`src/rtl/thermo_pkg.sv`:
```
// Shared constants, FSM encoding and the frame-to-degC clamp for the temperature sampler.
// Latency: n/a (package only).
// Backpressure: n/a.
package thermo_pkg;

    localparam int          TEMP_MAX    = 99;
    localparam int          FRAME_BITS  = 16;
    localparam logic [15:0] FAULT_FRAME = 16'hFFFF;

    typedef enum logic [2:0] {
        ST_IDLE,
        ST_WAIT,
        ST_CS_SETUP,
        ST_SHIFT,
        ST_CS_HOLD,
        ST_PROCESS,
        ST_UPDATE
    } state_e;

    // frame[15:4] is signed 1/16 degC; shifting that right by 4 arithmetically
    // leaves exactly frame[15:8] as a signed whole-degree value (floor).
    function automatic logic [6:0] clamp_deg(input logic [7:0] frame_hi);
        logic signed [7:0] deg;
        deg = $signed(frame_hi);
        if (deg < 8'sd0) begin
            clamp_deg = 7'd0;
        end else if (deg > 8'(TEMP_MAX)) begin
            clamp_deg = 7'(TEMP_MAX);
        end else begin
            clamp_deg = deg[6:0];
        end
    endfunction

endpackage

```
`src/rtl/sensor_spi_rx.sv`:
```
// SPI mode-0 receiver: generates sclk and shifts in 16 bits MSB first.
// Latency: done pulses 1+32*CLK_DIV cycles after start (registered, same edge as the 16th sclk fall).
// Backpressure: none; start is ignored while a frame is in flight.
// Ports: clk, rst (async active-low), start_i, miso_i -> sclk_o, done_o, frame_o.
module sensor_spi_rx #(
    parameter int CLK_DIV = 4
) (
    input  logic        clk,
    input  logic        rst,
    input  logic        start_i,
    input  logic        miso_i,
    output logic        sclk_o,
    output logic        done_o,
    output logic [15:0] frame_o
);

    localparam int DIV_W = (CLK_DIV > 1) ? $clog2(CLK_DIV) : 1;
    localparam logic [DIV_W-1:0] DIV_LAST = DIV_W'(CLK_DIV - 1);

    logic             busy_q;
    logic             sclk_q;
    logic             done_q;
    logic [DIV_W-1:0] div_q;
    logic [3:0]       fall_cnt_q;
    logic [15:0]      shift_q;

    always_ff @(posedge clk or negedge rst) begin
        if (!rst) begin
            busy_q     <= 1'b0;
            sclk_q     <= 1'b0;
            done_q     <= 1'b0;
            div_q      <= '0;
            fall_cnt_q <= '0;
            shift_q    <= '0;
        end else begin
            done_q <= 1'b0;
            if (!busy_q) begin
                if (start_i) begin
                    busy_q     <= 1'b1;
                    sclk_q     <= 1'b0;
                    div_q      <= '0;
                    fall_cnt_q <= '0;
                end
            end else if (div_q == DIV_LAST) begin
                div_q  <= '0;
                sclk_q <= ~sclk_q;
                if (!sclk_q) begin
                    // Rising edge: capture the bit the sensor set up on the previous fall.
                    shift_q <= {shift_q[14:0], miso_i};
                end else begin
                    fall_cnt_q <= fall_cnt_q + 4'd1;
                    if (fall_cnt_q == 4'd15) begin
                        busy_q <= 1'b0;
                        done_q <= 1'b1;
                    end
                end
            end else begin
                div_q <= div_q + DIV_W'(1);
            end
        end
    end

    assign sclk_o  = sclk_q;
    assign done_o  = done_q;
    assign frame_o = shift_q;

endmodule

```
`src/rtl/temp_sensor_sampler.sv`:
```
// Periodic SPI temperature read, clamp to 0..99 degC, optional 4-tap moving average.
// Latency: temp_valid 34*CLK_DIV+2 cycles after WAIT exits (cs_n falling).
// Backpressure: none; temp_valid is a one-cycle strobe, temperature holds until the next one.
// Ports: clk, rst (async active-low), enable, miso -> sclk, cs_n, temperature[7:0], temp_valid, sensor_fault.
module temp_sensor_sampler
    import thermo_pkg::*;
#(
    parameter int CLK_DIV       = 4,
    parameter int SAMPLE_PERIOD = 1000,
    parameter int AVG_EN        = 1
) (
    input  logic       clk,
    input  logic       rst,
    input  logic       enable,
    input  logic       miso,
    output logic       sclk,
    output logic       cs_n,
    output logic [7:0] temperature,
    output logic       temp_valid,
    output logic       sensor_fault
);

    localparam int CNT_W = $clog2(SAMPLE_PERIOD + 1);
    localparam logic [CNT_W-1:0] PERIOD_LAST = CNT_W'(SAMPLE_PERIOD - 1);
    localparam logic [CNT_W-1:0] DIV_LAST    = CNT_W'(CLK_DIV - 1);

    state_e           state_q;
    logic [CNT_W-1:0] cnt_q;
    logic             cs_n_q;
    logic [15:0]      frame_q;
    logic [7:0]       temp_q;
    logic             valid_q;
    logic             fault_q;
    logic [6:0]       hist_q [4];
    logic             hist_vld_q;

    logic             rx_start;
    logic             rx_done;
    logic [15:0]      rx_frame;

    logic [6:0]       samp;
    logic [6:0]       hist_d [4];
    logic [8:0]       sum;
    logic [7:0]       temp_d;

    // Kick the receiver on the last setup cycle so the first sclk half-period
    // starts exactly when SHIFT is entered.
    assign rx_start = (state_q == ST_CS_SETUP) && (cnt_q == DIV_LAST);

    sensor_spi_rx #(
        .CLK_DIV (CLK_DIV)
    ) u_rx (
        .clk     (clk),
        .rst     (rst),
        .start_i (rx_start),
        .miso_i  (miso),
        .sclk_o  (sclk),
        .done_o  (rx_done),
        .frame_o (rx_frame)
    );

    always_comb begin
        samp = clamp_deg(frame_q[15:8]);
        for (int i = 0; i < 4; i++) begin
            hist_d[i] = hist_q[i];
        end
        if (!hist_vld_q) begin
            // First good sample after reset fills the whole window.
            for (int i = 0; i < 4; i++) begin
                hist_d[i] = samp;
            end
        end else begin
            hist_d[0] = hist_q[1];
            hist_d[1] = hist_q[2];
            hist_d[2] = hist_q[3];
            hist_d[3] = samp;
        end
        sum = 9'(hist_d[0]) + 9'(hist_d[1]) + 9'(hist_d[2]) + 9'(hist_d[3]);
        if (AVG_EN != 0) begin
            temp_d = 8'(sum >> 2);
        end else begin
            temp_d = {1'b0, samp};
        end
    end

    always_ff @(posedge clk or negedge rst) begin
        if (!rst) begin
            state_q    <= ST_IDLE;
            cnt_q      <= '0;
            cs_n_q     <= 1'b1;
            frame_q    <= '0;
            temp_q     <= '0;
            valid_q    <= 1'b0;
            fault_q    <= 1'b0;
            hist_q     <= '{default: '0};
            hist_vld_q <= 1'b0;
        end else begin
            valid_q <= 1'b0;
            case (state_q)
                ST_IDLE: begin
                    if (enable) begin
                        state_q <= ST_WAIT;
                        cnt_q   <= '0;
                    end
                end
                ST_WAIT: begin
                    if (!enable) begin
                        state_q <= ST_IDLE;
                    end else if (cnt_q == PERIOD_LAST) begin
                        state_q <= ST_CS_SETUP;
                        cnt_q   <= '0;
                        cs_n_q  <= 1'b0;
                    end else begin
                        cnt_q <= cnt_q + CNT_W'(1);
                    end
                end
                ST_CS_SETUP: begin
                    if (cnt_q == DIV_LAST) begin
                        state_q <= ST_SHIFT;
                        cnt_q   <= '0;
                    end else begin
                        cnt_q <= cnt_q + CNT_W'(1);
                    end
                end
                ST_SHIFT: begin
                    if (rx_done) begin
                        frame_q <= rx_frame;
                        state_q <= ST_CS_HOLD;
                    end
                end
                ST_CS_HOLD: begin
                    if (cnt_q == DIV_LAST) begin
                        cs_n_q  <= 1'b1;
                        cnt_q   <= '0;
                        state_q <= ST_PROCESS;
                    end else begin
                        cnt_q <= cnt_q + CNT_W'(1);
                    end
                end
                ST_PROCESS: begin
                    state_q <= ST_UPDATE;
                    if (frame_q == FAULT_FRAME) begin
                        // All-ones means the sensor is absent or broken; keep the old reading.
                        fault_q <= 1'b1;
                    end else begin
                        fault_q    <= 1'b0;
                        hist_q     <= hist_d;
                        hist_vld_q <= 1'b1;
                        temp_q     <= temp_d;
                        valid_q    <= 1'b1;
                    end
                end
                ST_UPDATE: begin
                    if (enable) begin
                        state_q <= ST_WAIT;
                        cnt_q   <= '0;
                    end else begin
                        state_q <= ST_IDLE;
                    end
                end
                default: state_q <= ST_IDLE;
            endcase
        end
    end

    assign cs_n         = cs_n_q;
    assign temperature  = temp_q;
    assign temp_valid   = valid_q;
    assign sensor_fault = fault_q;

endmodule

```
`config.mk`:
```
export PLATFORM = sky130hd
export DESIGN_NAME = temp_sensor_sampler
export DESIGN_NICKNAME = d
export VERILOG_FILES = /design/src/rtl/thermo_pkg.sv /design/src/rtl/sensor_spi_rx.sv /design/src/rtl/temp_sensor_sampler.sv
export SDC_FILE = /design/constraint.sdc
export NUM_CORES = 1
export LEC_CHECK = 0
export CAP_MARGIN = 25
export CORE_MARGIN = 2
export CORE_UTILIZATION = 40
export CTS_CLUSTER_SIZE = 10
export DETAILED_ROUTE_END_ITERATION = 12
export SLEW_MARGIN = 25
export SYNTH_ARGS = -nofsm -noshare
export SYNTH_HDL_FRONTEND = slang
export SYNTH_SLANG_ARGS = --single-unit
```
`constraint.sdc`:
```
create_clock -name clk -period 3.9 [get_ports clk]
set_input_delay 0.585 -clock clk [delete_from_list [all_inputs] [get_ports clk]]
set_output_delay 0.585 -clock clk [all_outputs]
set_load 0.05 [all_outputs]
```
[Word-level counts from Yosys, hierarchy flattened]
Cells that the tools add are included.
Word-level totals
  memories: 0
  bits of input ports: 4
  output and inout bits: 12
  bits in latches: 0
  logic and storage cells: 105
  register bits: 86
  ROM bits: 0
  bits in writable memories: 0
Operators by class
  add/subtract/negate cells: 6
  bitwise operators: 2
  equal/unequal tests: 21
  shift operators: 0
  magnitude comparators: 2
  multipliers: 0
  div/mod/pow operators: 0
  multiplexer cells: 42
  reductions and logical operators: 15
Operators by type and width (count)
  $mux W10: 4
  $pmux W10 S3: 1
  $mux W28: 1
  $pmux W3 S7: 1
  $mux W1: 19
  $mux W3: 6
  $eq A16 B16 Y1 const B: 1
  $mux W4: 4
  $mux W7: 2
  $ne A2 B2 Y1 const B: 6
  $add A10 B1 Y10 const B: 1
  $eq A10 B10 Y1 const B: 1
  $eq A10 B2 Y1 const B: 1
  $add A8 B7 Y9: 1
  $add A9 B7 Y9: 1
  $eq A3 B3 Y1 const B: 3
  $reduce_and A3 Y1: 3
  $add A7 B7 Y8: 1
  $gt A8 B8 Y1 const B: 1
  $lt A8 B1 Y1 const B: 1
  $eq A3 B2 Y1 const B: 2
  $mux W2: 3
  $ne A2 B1 Y1 const B: 3
  $reduce_and A2 Y1: 3
  other kinds (15): 18

[Logic depth before layout (Yosys ltp)]
  word-level depth: 7
  depth in mapped cells: 15
  mapped depth without buffers: 14

[Hierarchy]
A second synthesis with hierarchy kept.
Unflattened totals
  cells, all modules: 406
  area total of the unflattened synthesis: 4498.1 sq um
By module, submodules not included
  temp_sensor_sampler: cells an instance 335, area an instance 3417.0 sq um, sequential area each 1527.7 sq um, times used 1
  sensor_spi_rx: cells an instance 71, area an instance 1081.0 sq um, sequential area each 625.6 sq um, times used 1

[Worst setup path before layout]
Ideal clock, no wire load.
  path type: reg2reg
  from: register frame_q[11]
  to: register temp_q[5] (netlist: temperature[5])
  arrival time: 3375 ps
  setup slack: 429 ps
  required time: 3804 ps
  path buffers: 0
  setup time: 96 ps
  clock period less this slack: 3471 ps
  stages on the path, launching flop included: 14
  path through: dfrtp_1 -> o311a_1 -> o21bai_1 -> nor2_1 -> a21o_1 -> fa_1 -> fa_1 -> nand3_1 -> fa_1 -> nor2b_1 -> o31a_1 -> o21a_1 -> nor3_1 -> o31ai_1
RTL lines
  start, declared: RTL line temp_sensor_sampler.sv:30  | logic [15:0] frame_q;
  start signal, assigned: RTL line temp_sensor_sampler.sv:127  | frame_q <= rx_frame;
  end signal, assigned: RTL line temp_sensor_sampler.sv:149  | temp_q <= temp_d;
  end, declared: RTL line temp_sensor_sampler.sv:31  | logic [7:0] temp_q;

==> summary.md <==
| Metric | Value |
|---|---|
| Status | `finished clean` |
| Max capacitance violation total | `0` |
| Layout cell share with drive strength beyond 1 | `0.1740` |
| Sequential element share of the synthesized area | `0.4909` |
| DRC violations left | `0` |
| Syn nets | `434` |
| I/O Pins | `16` |
| Via density | `5.130` |
| R2R cell count | `13` |
| End point of the critical path | `temperature[5]` |
| IO Port Bufs | `14` |
| Wire per inst | `13.95 um` |
| Post-Syn Instances | `407` |
| Via count | `2929` |
| HPWL after detailed placement | `between 5000 and 6000 um` |
| IR drop worst, VDD | `206.2 uV` |
| Pin count of the biggest net entering global routing | `67` |
| Overall die height | `between 100 and 150 um` |
| Setup WS pre-CTS | `0.08944 ns` |
| Worst rel slew slack | `0.4080` |
| 1st-iter DRT viols | `90` |
| TritonCTS Sinks | `86` |
| Cell mode on critical path | `fa_1` |
| Final worst slack | `0.1926 ns` |
| CTS Hold Bufs | `0` |
| # nets final | `453` |
| Final setup fails | `0` |
| Antenna violations before repair | `0` |
| Primary FF master, synth | `dfrtp_1` |
| Crit path kind | `reg -> reg` |
| Num CTS Buffers | `9` |
| Least-Margin Pin Slew | `0.8853 ns` |
| FP Rows | `38` |
| Post-synth cell types | `52` |
| Die area | `around 0.012 mm^2` |
| Slowest stage cell, crit path | `fa_1` |
| Core area | `0.01079 mm^2` |
| Yosys Warn Count | `0` |
| Start of the worst register-to-register path | `frame_q[11]` |
| Worst R2R End | `temperature[5]` |
| CP endpoint kind | `register` |
| Clock latency on the worst-skew pair | `0.36 ns` |
| Antenna Nets Post-Route | `0` |
| Hold Path Class | `in -> async` |
| Drt first pass iters | `5` |
| Clock transition at path regs | `0.09 ns` |
| Number of synthesized flops with an enable pin | `0` |
| Power, Total | `0.001677 W` |
| Initial Util | `0.4064` |
| # diodes | `0` |
| Crit. path cell count | `13` |
| Setup crit start kind | `register` |
| Final Max Tran Viols | `0` |
| CP max FO | `3` |
| Period utilization | `0.9506` |
| CP bufs+invs | `0` |
| Gpl congestion | `0.8427` |
| Post-route minimum period | `about 3.7 ns` |
| Crit. Startpoint | `frame_q[11]` |
| Synth async-reset ratio | `1.000` |
| CTS H-tree lvls | `3` |
| F_max | `around 270 MHz` |
| Vias in the first global route | `about 3000` |
| Global-route wire length before repair | `between 10000 and 15000 um` |
| Gr ovfl total | `0` |
| CP required | `4.17 ns` |
| Leak | `2.403 nW` |
| CTS max path bufs | `2` |
| CP Cell Sequence | `o311a_1, o21bai_2, nor2_1, a21o_1, fa_1, fa_1, nand3_1, fa_2, nor2b_1, o31a_1, o21a_1, nor3_1, o31ai_1` |
| Synthesized cell area | `~0.0044 mm^2` |
| Root buf cell | `clkbuf_8` |
| Reg-to-reg slack, setup | `a little under 0.2 ns` |
| Fin util | `0.4591` |
| Fin. Hold Viols | `0` |
| Routed WL | `7965 um` |
| CTS tree | `done` |
| Yosys reg bits | `86` |
| Top Family by Delay on Critical Path | `adder cells` |
| Unrepaired setup endpoints after global routing | `false` |
| Syn Area/Cell | `10.78 um^2` |
| Tightest hold margin | `0.3165 ns` |
| Critical path arrival | `slightly below 4 ns` |
| Total negative slack | `0 ns` |
| Slowest Stage Delay on Critical Path | `roughly 0.58 ns` |
| P per Cell Area | `338.4 mW/mm^2` |
| GR Util All Layers | `0.1525` |
| Syn-to-layout area delta | `12.95%` |
| Die W | `108.7 um` |
| Setup Skew | `roughly 0.009 ns` |
-- final cells by class --
class | instances | area (um^2)
Inverter | 27 | 101.3
Fill cell | 993 | 5838
Timing Repair Buffer | 23 | 205.2
Sequential cell | 86 | 2153
Clock inverter | 7 | 120.1
Clock buffer | 9 | 123.9
Tap cell | 140 | 175.2
Multi-Input combinational cell | 279 | 2076
-- cells by family after synthesis --
logic type,count (synthesis),share of synthesized area
muxes,39,0.09983
other,1,0.0008549
DFF,86,0.4909
and+or+nand+nor,114,0.1241
AOI/OAI and AO/OA,87,0.1269
adders and majority gates,23,0.08956
buffers and inverters,42,0.03793
xor gates and xnor gates,15,0.02995
-- registers in the layout (all words and copies together) (netlist names) --
name             flops
u_rx.sclk_o          1
temp_valid           1
frame_q             16
hist_q              21
u_rx.done_o          1
u_rx.div_q           2
u_rx.fall_cnt_q      4
cnt_q               10
cs_n                 1
temperature          7
hist_vld_q           1
u_rx.frame_o        16
state_q              3
u_rx.busy_q          1
sensor_fault         1
-- cell usage after synthesis (all sizes together) (2+ instances only) --
cell type	number	share of area
dfrtp	85	0.48
nand2	41	0.035
mux2	38	0.098
o21ai	34	0.039
inv	27	0.023
nor2	27	0.023
a21oi	20	0.023
fa	14	0.064
clkbuf	11	0.010
ha	9	0.026
a21o	8	0.014
xor2	8	0.016
nand4	7	0.010
xnor2	7	0.014
nand3	6	0.0068
o21a	5	0.0086
and2	4	0.0057
and3	4	0.0057
and4	4	0.0080
buf	4	0.0048
nand2b	4	0.0057
nor3	4	0.0046
or2	4	0.0057
or3	3	0.0043
nor2b	2	0.0029
nor3b	2	0.0034
o2111ai	2	0.0040
o21bai	2	0.0034
o31ai	2	0.0034
o32ai	2	0.0040
-- metal layers --
metal	track usage	vias up	routed length [um]
met5	0	-	0
met4	0.03755	0	93
met3	0.04961	10	225
met2	0.2567	33	3966
met1	0.1904	1437	3680
li1	-	1449	-
-- worst min path at each step --
| stage | start | endpoint | slack, ns | cells past startpoint |
|---|---|---|---|---|
| final | rst | hist_q[2] | 0.32 | 1 |
| after global routing | rst | hist_q[7] | 0.39 | 1 |
| after CTS | rst | temp_valid | 0.36 | 1 |
| after detailed placement | hist_q[3] | hist_q[3] | 0.47 | 2 |
| after global placement | hist_q[3] | hist_q[3] | 0.46 | 2 |
| after floorplan | rst | cnt_q[0] | 0.29 | 0 |
-- per-stage QoR --
step / instances / instance area (um^2)
6_report: 571 / 4955
5_1_grt: 571 / 4955
4_1_cts: 568 / 4923
3_5_place_dp: 552 / 4679
3_3_place_gp: 552 / 4679
2_1_floorplan: 407 / 4387
-- power breakdown --
part	switching (W)	total (W)	internal, W	leakage, nW
Clock	0.000333	0.000761	0.000429	0.120
Combinational	0.0000203	0.0000238	0.00000354	1.10
Sequential	0.000000455	0.000892	0.000891	1.19
Total	0.000353	0.00168	0.00132	2.40
-- cells in the final DEF, fill, tap and decap left out, drive strengths merged, types with 8 or more instances in the layout --
master and instances:
ha 9, o21ai 34, nor2 27, buf 10, a21oi 20, inv 29
clkbuf 9, mux2 38, dfrtp 85, nand2 41, clkdlybuf4s50 13, xor2 8
a21o 8, fa 14
-- timing repair --
item / in CTS / in global routing
resized for setup: 0 / 3
setup endpoints to repair: 0 / 2
buffers inserted: 0 / 2
(Power assumes the default switching activity.)
